<file path="src/rtl/cla_pkg.sv">
// Shared types and lookahead helpers for the pipelined CLA adder.
// Helpers work on MAXG-wide vectors so one definition serves any GROUP/NGRP.
package cla_pkg;

   localparam int MAXG = 64;

   typedef struct packed {
      logic p;
      logic g;
   } pg_t;

   function automatic int ngrp(input int width, input int group);
      return width / group;
   endfunction

   // Combined propagate/generate of the lowest n positions; n = 0 gives identity (p=1, g=0).
   function automatic pg_t grp_pg(input logic [MAXG-1:0] p, input logic [MAXG-1:0] g,
                                  input int n);
      pg_t r;
      r.p = 1'b1;
      r.g = 1'b0;
      for (int i = 0; i < MAXG; i++) begin
         if (i < n) begin
            r.g = g[i] | (p[i] & r.g);
            r.p = r.p & p[i];
         end
      end
      return r;
   endfunction

   // Carry into block n, looked ahead directly from the block P/G terms and c0.
   function automatic logic block_carries(input logic [MAXG-1:0] bp, input logic [MAXG-1:0] bg,
                                          input logic c0, input int n);
      pg_t r;
      r = grp_pg(bp, bg, n);
      return r.g | (r.p & c0);
   endfunction

endpackage

</file>
<file path="src/rtl/cla_group.sv">
// One GROUP-bit lookahead block: block P/G from bit p/g, and the carry into
// every bit of the block given the block carry-in.
module cla_group
   import cla_pkg::*;
#(
   parameter int GROUP = 8
) (
   input  logic [GROUP-1:0] p,
   input  logic [GROUP-1:0] g,
   input  logic             ci,
   output logic             bp,
   output logic             bg,
   output logic [GROUP-1:0] c
);

   always_comb begin
      logic [MAXG-1:0] pe;
      logic [MAXG-1:0] ge;
      pg_t             r;
      pe = '0;
      ge = '0;
      pe[GROUP-1:0] = p;
      ge[GROUP-1:0] = g;
      r  = grp_pg(pe, ge, GROUP);
      bp = r.p;
      bg = r.g;
      c  = '0;
      for (int i = 0; i < GROUP; i++) begin
         r    = grp_pg(pe, ge, i);
         c[i] = r.g | (r.p & ci);
      end
   end

endmodule

</file>
<file path="src/rtl/cla_pipe_adder.sv">
// Pipelined two-level carry-lookahead adder/subtractor with valid/ready flow control.
// Define CLA_FLAGS_EN to add registered ovf/zero/neg outputs.
module cla_pipe_adder
   import cla_pkg::*;
#(
   parameter int WIDTH  = 32,
   parameter int GROUP  = 8,
   parameter int STAGES = 2
) (
   input  logic             clk,
   input  logic             rst,
   input  logic             in_valid,
   output logic             in_ready,
   input  logic [WIDTH-1:0] a,
   input  logic [WIDTH-1:0] b,
   input  logic             cin,
   input  logic             sub,
   output logic             out_valid,
   input  logic             out_ready,
   output logic [WIDTH-1:0] sum,
   output logic             cout
`ifdef CLA_FLAGS_EN
   ,
   output logic             ovf,
   output logic             zero,
   output logic             neg
`endif
);

   localparam int NGRP = ngrp(WIDTH, GROUP);

   if (WIDTH % GROUP != 0) begin : g_bad_group
      $fatal(1, "cla_pipe_adder: WIDTH must be a multiple of GROUP");
   end
   if (STAGES < 1 || STAGES > 3) begin : g_bad_stages
      $fatal(1, "cla_pipe_adder: STAGES must be 1..3");
   end
   if (GROUP > MAXG || NGRP > MAXG) begin : g_too_wide
      $fatal(1, "cla_pipe_adder: GROUP and NGRP must not exceed MAXG");
   end

   // Handshake: a beat moves on a cycle where valid and ready are both high.
   // The whole pipe advances together (adv); in_ready is adv, so it is
   // combinational from out_ready, and a full pipe frees a slot in the same
   // cycle its output is taken.
   logic adv;
   assign adv      = ~out_valid | out_ready;
   assign in_ready = adv;

   logic [WIDTH-1:0] bb, p0, g0;
   logic             c00;
   assign bb  = sub ? ~b : b;
   assign c00 = sub ? ~cin : cin;
   assign p0  = a ^ bb;
   assign g0  = a & bb;

   logic [NGRP-1:0] gp0, gg0;
   for (genvar gi = 0; gi < NGRP; gi++) begin : g_blk_pg
      cla_group #(.GROUP(GROUP)) u_pg (
         .p  (p0[gi*GROUP +: GROUP]),
         .g  (g0[gi*GROUP +: GROUP]),
         .ci (1'b0),
         .bp (gp0[gi]),
         .bg (gg0[gi]),
         .c  ()
      );
   end

   logic             v1, c01;
   logic [WIDTH-1:0] p1, g1;
   logic [NGRP-1:0]  gp1, gg1;
   if (STAGES == 3) begin : g_pg_reg
      always_ff @(posedge clk) begin
         if (rst)      v1 <= 1'b0;
         else if (adv) v1 <= in_valid;
      end
      always_ff @(posedge clk) begin
         if (adv) begin
            p1  <= p0;
            g1  <= g0;
            gp1 <= gp0;
            gg1 <= gg0;
            c01 <= c00;
         end
      end
   end else begin : g_pg_thru
      assign v1  = in_valid;
      assign p1  = p0;
      assign g1  = g0;
      assign gp1 = gp0;
      assign gg1 = gg0;
      assign c01 = c00;
   end

   logic [NGRP:0] bc;
   always_comb begin
      logic [MAXG-1:0] pe;
      logic [MAXG-1:0] ge;
      pe = '0;
      ge = '0;
      pe[NGRP-1:0] = gp1;
      ge[NGRP-1:0] = gg1;
      bc = '0;
      for (int j = 0; j <= NGRP; j++) bc[j] = block_carries(pe, ge, c01, j);
   end

   logic [WIDTH-1:0] cb;
   for (genvar gi = 0; gi < NGRP; gi++) begin : g_blk_c
      cla_group #(.GROUP(GROUP)) u_c (
         .p  (p1[gi*GROUP +: GROUP]),
         .g  (g1[gi*GROUP +: GROUP]),
         .ci (bc[gi]),
         .bp (),
         .bg (),
         .c  (cb[gi*GROUP +: GROUP])
      );
   end

   logic             v2, co2;
   logic [WIDTH-1:0] p2, c2;
   if (STAGES >= 2) begin : g_c_reg
      always_ff @(posedge clk) begin
         if (rst)      v2 <= 1'b0;
         else if (adv) v2 <= v1;
      end
      always_ff @(posedge clk) begin
         if (adv) begin
            p2  <= p1;
            c2  <= cb;
            co2 <= bc[NGRP];
         end
      end
   end else begin : g_c_thru
      assign v2  = v1;
      assign p2  = p1;
      assign c2  = cb;
      assign co2 = bc[NGRP];
   end

   logic [WIDTH-1:0] sum_n;
   assign sum_n = p2 ^ c2;

   always_ff @(posedge clk) begin
      if (rst) begin
         out_valid <= 1'b0;
         sum       <= '0;
         cout      <= 1'b0;
`ifdef CLA_FLAGS_EN
         ovf       <= 1'b0;
         zero      <= 1'b0;
         neg       <= 1'b0;
`endif
      end else if (adv) begin
         out_valid <= v2;
         if (v2) begin
            sum  <= sum_n;
            cout <= co2;
`ifdef CLA_FLAGS_EN
            // Signed overflow: carry into the MSB disagrees with carry out of it.
            ovf  <= c2[WIDTH-1] ^ co2;
            zero <= ~|sum_n;
            neg  <= sum_n[WIDTH-1];
`endif
         end
      end
   end

endmodule

</file>
<file path="config.mk">
export PLATFORM = sky130hd
export DESIGN_NAME = cla_pipe_adder
export DESIGN_NICKNAME = d
export VERILOG_FILES = /design/src/rtl/cla_pkg.sv /design/src/rtl/cla_group.sv /design/src/rtl/cla_pipe_adder.sv
export SDC_FILE = /design/constraint.sdc
export NUM_CORES = 1
export LEC_CHECK = 0
export ABC_AREA = 1
export ABC_CLOCK_PERIOD_IN_PS = 3350
export BUFFER_PORTS_ARGS = -buffer_cell sky130_fd_sc_hd__buf_2
export CAP_MARGIN = 20
export CORE_AREA = 2 2 82 143
export DETAILED_ROUTE_END_ITERATION = 16
export DIE_AREA = 0 0 84 145
export PLACE_DENSITY_LB_ADDON = 0.1
export SETUP_SLACK_MARGIN = 0.5
export SYNTH_ARGS = -nofsm -noshare
export SYNTH_HDL_FRONTEND = slang
export SYNTH_HIERARCHICAL = 1
export SYNTH_SLANG_ARGS = --single-unit
</file>
<file path="constraint.sdc">
create_clock -name clk -period 3.35 [get_ports clk]
set_clock_uncertainty 0.2 [all_clocks]
set_input_delay 0.335 -clock clk [delete_from_list [all_inputs] [get_ports clk]]
set_output_delay 0.335 -clock clk [all_outputs]
set_load 0.05 [all_outputs]
</file>
# == After elaboration in Yosys (flattened, before gate mapping) ==
# Index checks and enable logic that the tools add are counted.
# word_totals
reg_bits,100
in_bits,70
output_inout_bits,35
wordCells,174
# classes
mux,2
bitwise_logic,164
n_reduce_logical,1
# ops
op,n
AND 1 bit,94
OR 1 bit,64
bitwise XOR 32 bit,2
AND 32 bit,1
two-way mux 32 bit,1
inverter 32 bit,1
inverter 1 bit,2
AND reduction 2 bit,1
two-way mux 1 bit,1

# == Longest topological paths before layout ==
# Gate-level depths: netlist of the first run.
# depth
depth_word,24
ltp_mapped,21
mapped_depth_nobuf,19

# == Cells and area by module ==
# Netlist of the first run, hierarchy kept.
# modules_own_cells
module,n_inst,cells_per_inst,area_per_inst_um2,seq_area_each_um2
cla_pipe_adder,1,370,4466.8,2652.5
cla_group,8,38,215.2,0.0

# == Least setup slack after synthesis of the first run ==
# Ideal clock, no wire load.
# synth_path
path_kind,input to register
from,in sub
to,reg c2[29] (data pin)
setup_ns,0.254
t_arrival_ns,2.396
t_required_ns,2.896
path_slack_ns,0.500
path_stages,21
path_buffers,2
path_cell_list,buf_4 > buf_6 > xor2_1 > ha_1 > nand2_1 > nand2_2 > nand2_2 > nand2_2 > nand2_2 > nand2_2 > nand2_2 > nand2_2 > nand3_2 > nand2_1 > nand2_1 > nand2_1 > nand2_1 > nand3_1 > inv_1 > o211ai_2 > a21o_1
# synth_between
elab_chain_len,23
word_cells_on_any_way,89
classes_between,2 x mux; 87 x bitwise
# synth_lines
item,line_no,source
"start, declared",cla_pipe_adder.sv:17,"input logic sub,"
two-way mux 32 bit,cla_pipe_adder.sv:52,assign bb = sub ? ~b : b;
bitwise XOR 32 bit,cla_pipe_adder.sv:54,assign p0 = a ^ bb;
named net p0[1],cla_pipe_adder.sv:50,"logic [WIDTH-1:0] bb, p0, g0;"
AND 1 bit,n/a,
OR 1 bit,n/a,
AND 1 bit,n/a,
OR 1 bit,cla_pkg.sv:24,r.g = g[i] | (p[i] & r.g);
AND 1 bit,cla_pkg.sv:24,
[... 9 more ...],n/a,
named net gg0[0],cla_pipe_adder.sv:57,"logic [NGRP-1:0] gp0, gg0;"
[... 1 more ...],n/a,
OR 1 bit,cla_pkg.sv:24,
AND 1 bit,cla_pkg.sv:24,
OR 1 bit,cla_pkg.sv:24,
OR 1 bit,cla_pkg.sv:36,return r.g | (r.p & c0);
named net bc[3],cla_pipe_adder.sv:95,logic [NGRP:0] bc;
AND 1 bit,cla_group.sv:30,c[i] = r.g | (r.p & ci);
OR 1 bit,cla_group.sv:30,
named net cb[29],cla_pipe_adder.sv:107,logic [WIDTH-1:0] cb;
"end signal, assigned",cla_pipe_adder.sv:129,c2 <= cb;
"end, declared",cla_pipe_adder.sv:120,"logic [WIDTH-1:0] p2, c2;"
# The timed path passes the listed nets, and every way through them passes these cells.
# A chain may end at the register's enable or synchronous reset.

# == Worst setup path in the final report of the first run ==
# layout_path
from,in sub
to,reg c2[29] (data pin)
# layout_between
word_cells_on_any_way,89
classes_between,2 x mux; 87 x bitwise
# layout_rtl
item,line_no
two-way mux 32 bit,cla_pipe_adder.sv:52
bitwise XOR 32 bit,cla_pipe_adder.sv:54
named net p0[5],cla_pipe_adder.sv:50
AND 1 bit,n/a
OR 1 bit,n/a
AND 1 bit,n/a
OR 1 bit,n/a
AND 1 bit,n/a
[... 1 more ...],n/a
named net gg0[0],cla_pipe_adder.sv:57
[... 1 more ...],n/a
OR 1 bit,cla_pkg.sv:24
AND 1 bit,cla_pkg.sv:24
OR 1 bit,cla_pkg.sv:24
OR 1 bit,cla_pkg.sv:36
named net bc[3],cla_pipe_adder.sv:95
AND 1 bit,cla_group.sv:30
OR 1 bit,cla_group.sv:30
named net cb[29],cla_pipe_adder.sv:107
# The timed path passes the listed nets, and every way through them passes these cells.

==> impl_metrics.toml, run 1 <==
[clocking]
cts_root_buffer = "clkbuf_16"
insertion_delay_ps = 330
htreeDepth = 3
cts_tree = "done"
cts.sinks = 100
postCtsSetupBuffers = 0
clk_pin_slew_ps = 60
numCtsBuffers = 9
clockBufferDepth = 2

[sta]
maxSlewHeadroom_pct = 55.01
fin_crit_sh_pct = 77.00
fin_ws_ps = 770.5
final-setup-viol-count = 0
hold_viol = 0
worst_slew_pin_slew_ps = 673.8
maxSlewViolCount = 0
tns_ps = 0
period_minus_slack_ps = 2580
fmax_ghz = 0.3877
rsz0062_at_grt = "no"

[yosys]
synth-warning-count = 6
syn-cell-area_um2 = 5719
netlist_instances = 601
synth_nets = 703
syn_area_per_cell_um2 = 9.516

[job]
cap_violations = 0

[finish]
drive_gt1_share_pct = 31.65
layout_common_cells = "nand2_1 (119), buf_2 (103), inv_1 (94)"
final_common_cell = "nand2_1"
diodes = 0
nets = 808
syn2layout_area_growth_pct = 16.54

[drt]
firstDrtPassIters = 4
wl_per_cell_um = 12.78
route.vias.total = 3993
route.detailed.drc = 0
drt-total-wl_um = 10770
via_per_inst = 4.737
drt_iter0_drc = 144
postRouteAntennaNets = 0

[place]
gp_congestion = 0.8402
post-dp-hpwl_um = 8088
portBuffers = 104
place_ws_ps = 179.8

[power_and_ir_drop]
power_density_nw_per_um2 = 549.4
leakage_nw = 3.238
total_power_mw = 3.662
peakVddDrop_mv = 0.3468

[global_route]
track_usage_pct = 18.53
antenna_found_initial = 0
grt_pass1_wl_um = 18080
grt_max_degree = 37
grt-ovfl-total = 0
grt_pass1_vias = 4044

[worst_setup_path]
start_kind = "input port"
startpoint = "sub"
ff2ff_path_depth = 4
r2r_end = "sum[22]$_SDFFE_PP0P_"
critPathMaxFanout = 13
r2r_start = "out_valid$_SDFFE_PP0N_"
required_ps = 3250
endpoint_kind = "flip-flop"
arrival_ps = 2480
crit_end = "c2[29]$_DFFE_PN_"
crit_type = "in -> reg"
reg2reg_slack_ps = 1220

[floorplanning]
start_util_pct = 51.81
dieWidth_um = 84
die_area_um2 = 12180
ios = 105
die_y_um = 145
rows = 51
core_um2 = 11040

[min_path]
hold_depth = 3
worstHoldPathType = "in -> reg"

[outcome]
status = "complete, no violations"
power breakdown:
group          total (mW)  internal, mW  switching [mW]  leakage (nW)
Sequential           1.62          1.53          0.0832         0.981
Combinational       0.953         0.362           0.590          2.10
Clock                1.09         0.674           0.418         0.153
Total                3.66          2.57            1.09          3.24
metrics by stage:
stage / util, % / area [µm²] / hold slack [ps] / instances
3_3_place_gp: 57.08 / 6301 / 262.6 / 825
4_1_cts: 60.06 / 6630 / 39.03 / 842
2_1_floorplan: - / 5719 / 204.1 / 601
5_1_grt: 60.38 / 6665 / 48.92 / 843
3_5_place_dp: 57.08 / 6301 / 277.4 / 825
6_report: 60.38 / 6665 / 51.78 / 843
final cells by class:
| cell class | instances | area (µm²) |
|---|---|---|
| sequential | 100 | 2653 |
| multi-input combinational | 387 | 2556 |
| inverter | 97 | 364.1 |
| timing repair buffer | 111 | 608.1 |
| tap | 132 | 165.2 |
| fill | 952 | 4374 |
| clock inverter | 4 | 72.57 |
| clock buffer | 12 | 246.5 |
flip-flops by register name (all words and copies together), names as in the netlist:
name and flops:
c2 32, p2 32, sum 32, co2 1
cout 1, out_valid 1, v2 1
per-layer routing:
metal	track usage [%]	share of wire, %
met3	3.527	3.3
met5	0	0
met1	19.99	40
met2	35.08	55
met4	6.694	1.7
worst min-delay path by stage:
| stage | from | end | slack [ps] |
|---|---|---|---|
| finish | in_valid | v2$_SDFFE_PP0N_ | 50 |
| global route | in_valid | v2$_SDFFE_PP0N_ | 50 |
| CTS | in_valid | v2$_SDFFE_PP0N_ | 40 |
| detailed placement | cout$_SDFFE_PP0P_ | cout$_SDFFE_PP0P_ | 280 |
| global placement | cout$_SDFFE_PP0P_ | cout$_SDFFE_PP0P_ | 260 |
| floorplan | rst | out_valid$_SDFFE_PP0N_ | 200 |
critical path: stages:
cell and delay, ps:
clkbuf_4 240, buf_4 200, xor2_1 150, ha_1 330, a21oi_1 230, nand2_2 80, nand3_2 60, nand2_1 80
nand2_1 90, nand2_1 60, nand2_1 90, nand3_2 150, inv_2 120, o211ai_2 100, a21o_1 160
repair_timing:
action	4_1_cts	5_1_grt
hold buffers	1	0
endpoints found under the setup margin	0	4
resized for setup	0	4
endpoints found under the hold margin	1	0
Note: power is estimated with default switching activity, not from simulation.
==> run 2, diff against run 1 <==
Settings changed: ABC_CLOCK_PERIOD_IN_PS 3350 to 2350, CORE_AREA 2 2 82 143 to 2 2 86 150, DIE_AREA 0 0 84 145 to 0 0 88 152.
Clock period 3.35 ns to 2.35 ns, I/O delays scaled along.
==> run 2 against run 1 <==
Compared with the run above: worst setup slack worse by 590 ps; non-clock buffer count increased by 64; sequential power rose by 43%; first-iteration DRC count is 41% lower; wire length rose by 13%; total power increased by 44%; core utilization is 0.85 points lower; clock power up 26%; critical path type unchanged.
==> impl_metrics.toml, run 2 (synthesized netlist as in run 1, its figures left out) <==
[sta]
maxSlewHeadroom_pct = 64.26
fin_ws_ps = 180.3
tns_ps = 0
period_minus_slack_ps = 2170
hold_viol = 0
rsz0062_at_grt = "yes"
final-setup-viol-count = 0
fin_crit_sh_pct = 92.33
worst_slew_pin_slew_ps = 536.1
fmax_ghz = 0.4609
maxSlewViolCount = 0

[finish]
final_cell_area_um2 = 7279
diodes = 0
final_common_cell = "nand2_1"
drive_gt1_share_pct = 40.52
nets = 872
syn2layout_area_growth_pct = 27.28
final_core_util_pct = 59.53
fillCellCount = 1117
layout_common_cells = "nand2_1 (111), buf_2 (103), inv_1 (87)"
largest_registers = "c2 (32), p2 (32), sum (32)"

[worst_setup_path]
r2r_end = "sum[28]$_SDFFE_PP0P_"
slowest_stage = "ha_1"
r2r_start = "out_valid$_SDFFE_PP0N_"
arrival_ps = 2070
crit_end = "c2[29]$_DFFE_PN_"
critPathMaxFanout = 5
worstPathCellList = "buf_12 > buf_12 > xor2_1 > ha_1 > nand2_1 > nand2_2 > nand2_2 > nand2_2 > nand2_2 > nand2_2 > nand2_2 > nand2_2 > nand3_2 > nand2_2 > inv_2 > nand2_2 > nand2_2 > nand3_4 > inv_2 > o211ai_2 > a21o_1"
critPathTopFamily = "simple AND/OR/NAND/NOR gates"
startpoint = "sub"
crit_path_max_incr_delay_ps = 310
required_ps = 2250
endpoint_kind = "flip-flop"
ff2ff_path_depth = 4
crit_type = "in -> reg"
path_buf_inv = 4
reg2reg_slack_ps = 630
start_kind = "input port"
cp.depth = 21
path_common_cell = "nand2_2"

[place]
portBuffers = 104
post-dp-hpwl_um = 9032
place_ws_ps = -345.8
place_area_um2 = 6764
gp_congestion = 0.8053

[drt]
postRouteAntennaNets = 0
route.detailed.drc = 0
drt_iter0_drc = 85
via_per_inst = 4.596
firstDrtPassIters = 4
route.vias.total = 4334
wl_per_cell_um = 12.89
drt-total-wl_um = 12160

[global_route]
grt-ovfl-total = 0
track_usage_pct = 19.47
grt_max_degree = 43
grt_pass1_wl_um = 20090
antenna_found_initial = 0
grt_pass1_vias = 4435

[floorplanning]
rows = 54
die_y_um = 152
die_area_um2 = 13380
start_util_pct = 46.77
dieWidth_um = 88
ios = 105
core_um2 = 12230

[clocking]
cts.sinks = 100
clk_pin_slew_ps = 70
insertion_delay_ps = 340
numCtsBuffers = 9
cts_tree = "done"
clockBufferDepth = 2
cts_root_buffer = "clkbuf_16"
htreeDepth = 3

[min_path]
worstHoldPathType = "in -> reg"

[power_and_ir_drop]
power_density_nw_per_um2 = 726.8
leakage_nw = 3.531
peakVddDrop_mv = 0.3791
total_power_mw = 5.290

[outcome]
status = "complete, no violations"

[job]
cap_violations = 0
-- run 2: cell types whose count changed in the layout (fill, tap and decap cells not counted), sizes merged --
cell	previous run	this run
buf	108	173
bufinv	2	0
clkbuf	14	12
clkinv	2	3
clkinvlp	1	2
dlygate4sd3	1	2
-- run 2: stage by stage --
stage	instances	hold WS, ps
after CTS	940	86.96
after detailed placement	913	211.9
after global placement	913	203.0
after global routing	943	107.8
final	943	101.2
after floorplan	601	96.65
-- run 2: cell type report --
| class | count | area, µm² | share of cell area [%] |
|---|---|---|---|
| Inverter | 97 | 366.6 | 5.036 |
| Tap cell | 168 | 210.2 | 2.888 |
| Clock buffer | 12 | 246.5 | 3.386 |
| Timing Repair Buffer | 175 | 1121 | 15.40 |
| Clock inverter | 4 | 25.02 | 0.3438 |
| Sequential cell | 100 | 2654 | 36.46 |
| Multi-Input combinational cell | 387 | 2656 | 36.49 |
-- run 2: worst min path at each step --
stage	from	to	slack, ps	cells past startpoint
CTS	a[13]	p2[13]$_DFFE_PN_	90	2
finish	a[13]	p2[13]$_DFFE_PN_	100	2
global route	a[13]	p2[13]$_DFFE_PN_	110	2
detailed placement	rst	out_valid$_SDFFE_PP0N_	210	2
global placement	rst	out_valid$_SDFFE_PP0N_	200	2
floorplan	rst	out_valid$_SDFFE_PP0N_	100	1
-- run 2: routing by layer --
metal	up-vias	track usage [%]	part of all wire (%)
met4	0	6.300	1.7
li1	2240	-	-
met5	-	0	0
met2	69	37.66	58
met3	13	2.933	2.7
met1	2012	20.51	38
-- run 2: repair_timing --
item,CTS,global route
setup buffers,9,3
endpoints found under the setup margin,58,25
pin swaps,22,6
gates resized for setup,34,6
hold buffers,2,0
hold endpoints to repair,2,0
-- run 2: power breakdown --
part	total, mW	leakage, nW	switching [mW]	internal (mW)
Clock	1.37	0.129	0.624	0.744
Sequential	2.31	0.981	0.120	2.19
Combinational	1.61	2.42	0.918	0.697
==> run 3, diff against run 2 <==
Settings changed: ABC_CLOCK_PERIOD_IN_PS 2350 to 2200, CORE_AREA 2 2 86 150 to 2 2 82 143, DIE_AREA 0 0 88 152 to 0 0 84 145.
Clock period 2.35 ns to 2.2 ns, I/O delays scaled along.
==> run 3 against run 2 <==
Compared with the run above: sequential cell count unchanged; worst setup slack got worse by 170 ps; total power increased by 11%.
==> impl_metrics.toml, run 3 (synthesized netlist as in run 1, its figures left out) <==
[finish]
final_core_util_pct = 69.15
diodes = 0
syn2layout_area_growth_pct = 33.47
final_cell_area_um2 = 7634
fillCellCount = 898
nets = 894
stdcell_count = 929
largest_registers = "c2 (32), p2 (32), sum (32)"
drive_gt1_share_pct = 44.92
layout_common_cells = "nand2_1 (101), buf_2 (101), inv_1 (87)"

[floorplanning]
start_util_pct = 51.81
dieWidth_um = 84
rows = 51
core_um2 = 11040
die_area_um2 = 12180
ios = 105
die_y_um = 145

[drt]
postRouteAntennaNets = 0
route.detailed.drc = 0
drt_iter0_drc = 160
firstDrtPassIters = 4
via_per_inst = 4.860
route.vias.total = 4515
drt-total-wl_um = 12770
wl_per_cell_um = 13.74

[worst_setup_path]
critPathMaxFanout = 5
reg2reg_slack_ps = 600
required_ps = 2180
crit_type = "in -> reg"
worstPathCellList = "buf_12 > buf_12 > xor2_1 > ha_1 > nand2_1 > nor2_2 > nand2_2 > nor2_4 > inv_2 > nor2_4 > buf_4 > nand3_4 > nand3_4 > inv_2 > buf_4 > o21bai_1"
ff2ff_path_depth = 3
start_kind = "input port"
endpoint_kind = "flip-flop"
arrival_ps = 2170
r2r_end = "p2[4]$_DFFE_PN_"
r2r_start = "out_valid$_SDFFE_PP0N_"
slowest_stage = "ha_1"
crit_path_max_incr_delay_ps = 310

[clocking]
numCtsBuffers = 9
clockBufferDepth = 2
cts.sinks = 100
htreeDepth = 3
cts_root_buffer = "clkbuf_16"
clk_pin_slew_ps = 60
insertion_delay_ps = 350
cts_tree = "done"

[power_and_ir_drop]
seqPwrFrac_pct = 41.9
leakage_nw = 3.700
total_power_mw = 5.892
pwr-share-comb_pct = 31.5
power_density_nw_per_um2 = 771.8
peakVddDrop_mv = 0.5688
p_switching_mw = 1.816
internal_power_mw = 4.075
clkPwrFrac_pct = 26.6
p_sw_share_pct = 30.83

[sta]
fin_ws_ps = 10.04
tns_ps = 0
rsz0062_at_grt = "yes"
maxSlewHeadroom_pct = 66.72
worst_slew_pin_slew_ps = 496.2
final-setup-viol-count = 0
period_minus_slack_ps = 2190
maxSlewViolCount = 0
fin_crit_sh_pct = 99.54
hold_viol = 0
fin_hold_ws_ps = 84.29
fmax_ghz = 0.4566

[global_route]
grt_pass1_wl_um = 20110
track_usage_pct = 20.82
grt_pass1_vias = 4456
grt-ovfl-total = 0
grt_max_degree = 25
antenna_found_initial = 1

[min_path]
worstHoldPathType = "in -> reg"
hp-start = "a[17]"
holdPathEnd = "p2[17]$_DFFE_PN_"
hold_depth = 2

[job]
cap_violations = 0

[place]
post-dp-hpwl_um = 9220
portBuffers = 104
place_inst = 886
gp_congestion = 0.8569
place_ws_ps = -428.4
place_area_um2 = 6799

[outcome]
status = "complete, no violations"
run 3: changes by cell type in the layout (fill, tap and decap cells not counted), sizes merged:
| cell | before | now |
|---|---|---|
| nand2 | 177 | 178 |
| buf | 173 | 194 |
| clkinvlp | 2 | 0 |
| bufinv | 0 | 1 |
| clkbuf | 12 | 13 |
run 3: layer usage:
layer / global-route usage, % / wire, µm
met1: 21.07 / 4504
met2: 41.16 / 7508
met3: 4.096 / 493
met4: 6.855 / 252
met5: 0 / 10
run 3: worst max-delay path, delay by kind of cell:
kind	cells	cell delay, ps
compound gates	1	160
buf+inv	6	610
simple gates	7	730
fa+ha+maj	1	310
xor+xnor	1	150
run 3: how the worst max path moves through the flow:
| stage | start | endpoint | slack (ps) | depth (start not counted) |
|---|---|---|---|---|
| final | sub | c2[18]$_DFFE_PN_ | 10 | 16 |
| after global routing | sub | c2[18]$_DFFE_PN_ | -80 | 16 |
| after CTS | sub | c2[26]$_DFFE_PN_ | 40 | 18 |
| after detailed placement | sub | c2[30]$_DFFE_PN_ | -430 | 18 |
| after global placement | sub | c2[30]$_DFFE_PN_ | -410 | 18 |
| after floorplan | sub | c2[29]$_DFFE_PN_ | -330 | 21 |
run 3: power by group through the flow:
| stage | Clock, mW | Sequential, mW | Combinational, mW |
|---|---|---|---|
| floorplan | 0 | 2.69 | 0.959 |
| global placement | 0 | 2.50 | 1.63 |
| detailed placement | 0 | 2.51 | 1.66 |
| CTS | 1.59 | 2.47 | 1.77 |
| global route | 1.65 | 2.50 | 2.03 |
| finish | 1.56 | 2.47 | 1.86 |
run 3: final cells by class:
cell class | count | area [µm²] | share of cell area [%]
Inverter | 97 | 364.1 | 4.770
Clock buffer | 13 | 250.2 | 3.278
Multi-Input combinational cell | 388 | 2805 | 36.75
Sequential cell | 100 | 2654 | 34.76
Timing Repair Buffer | 196 | 1356 | 17.77
Clock inverter | 3 | 38.79 | 0.5081
Tap cell | 132 | 165.2 | 2.164
run 3: repair_timing:
item                       CTS  global route
buffers inserted            13            11
setup endpoints to repair   29            30
pin swaps                   23            39
hold buffers                 2             0
resized for setup           38            46
cloned                       1             0
hold endpoints to repair     2             0
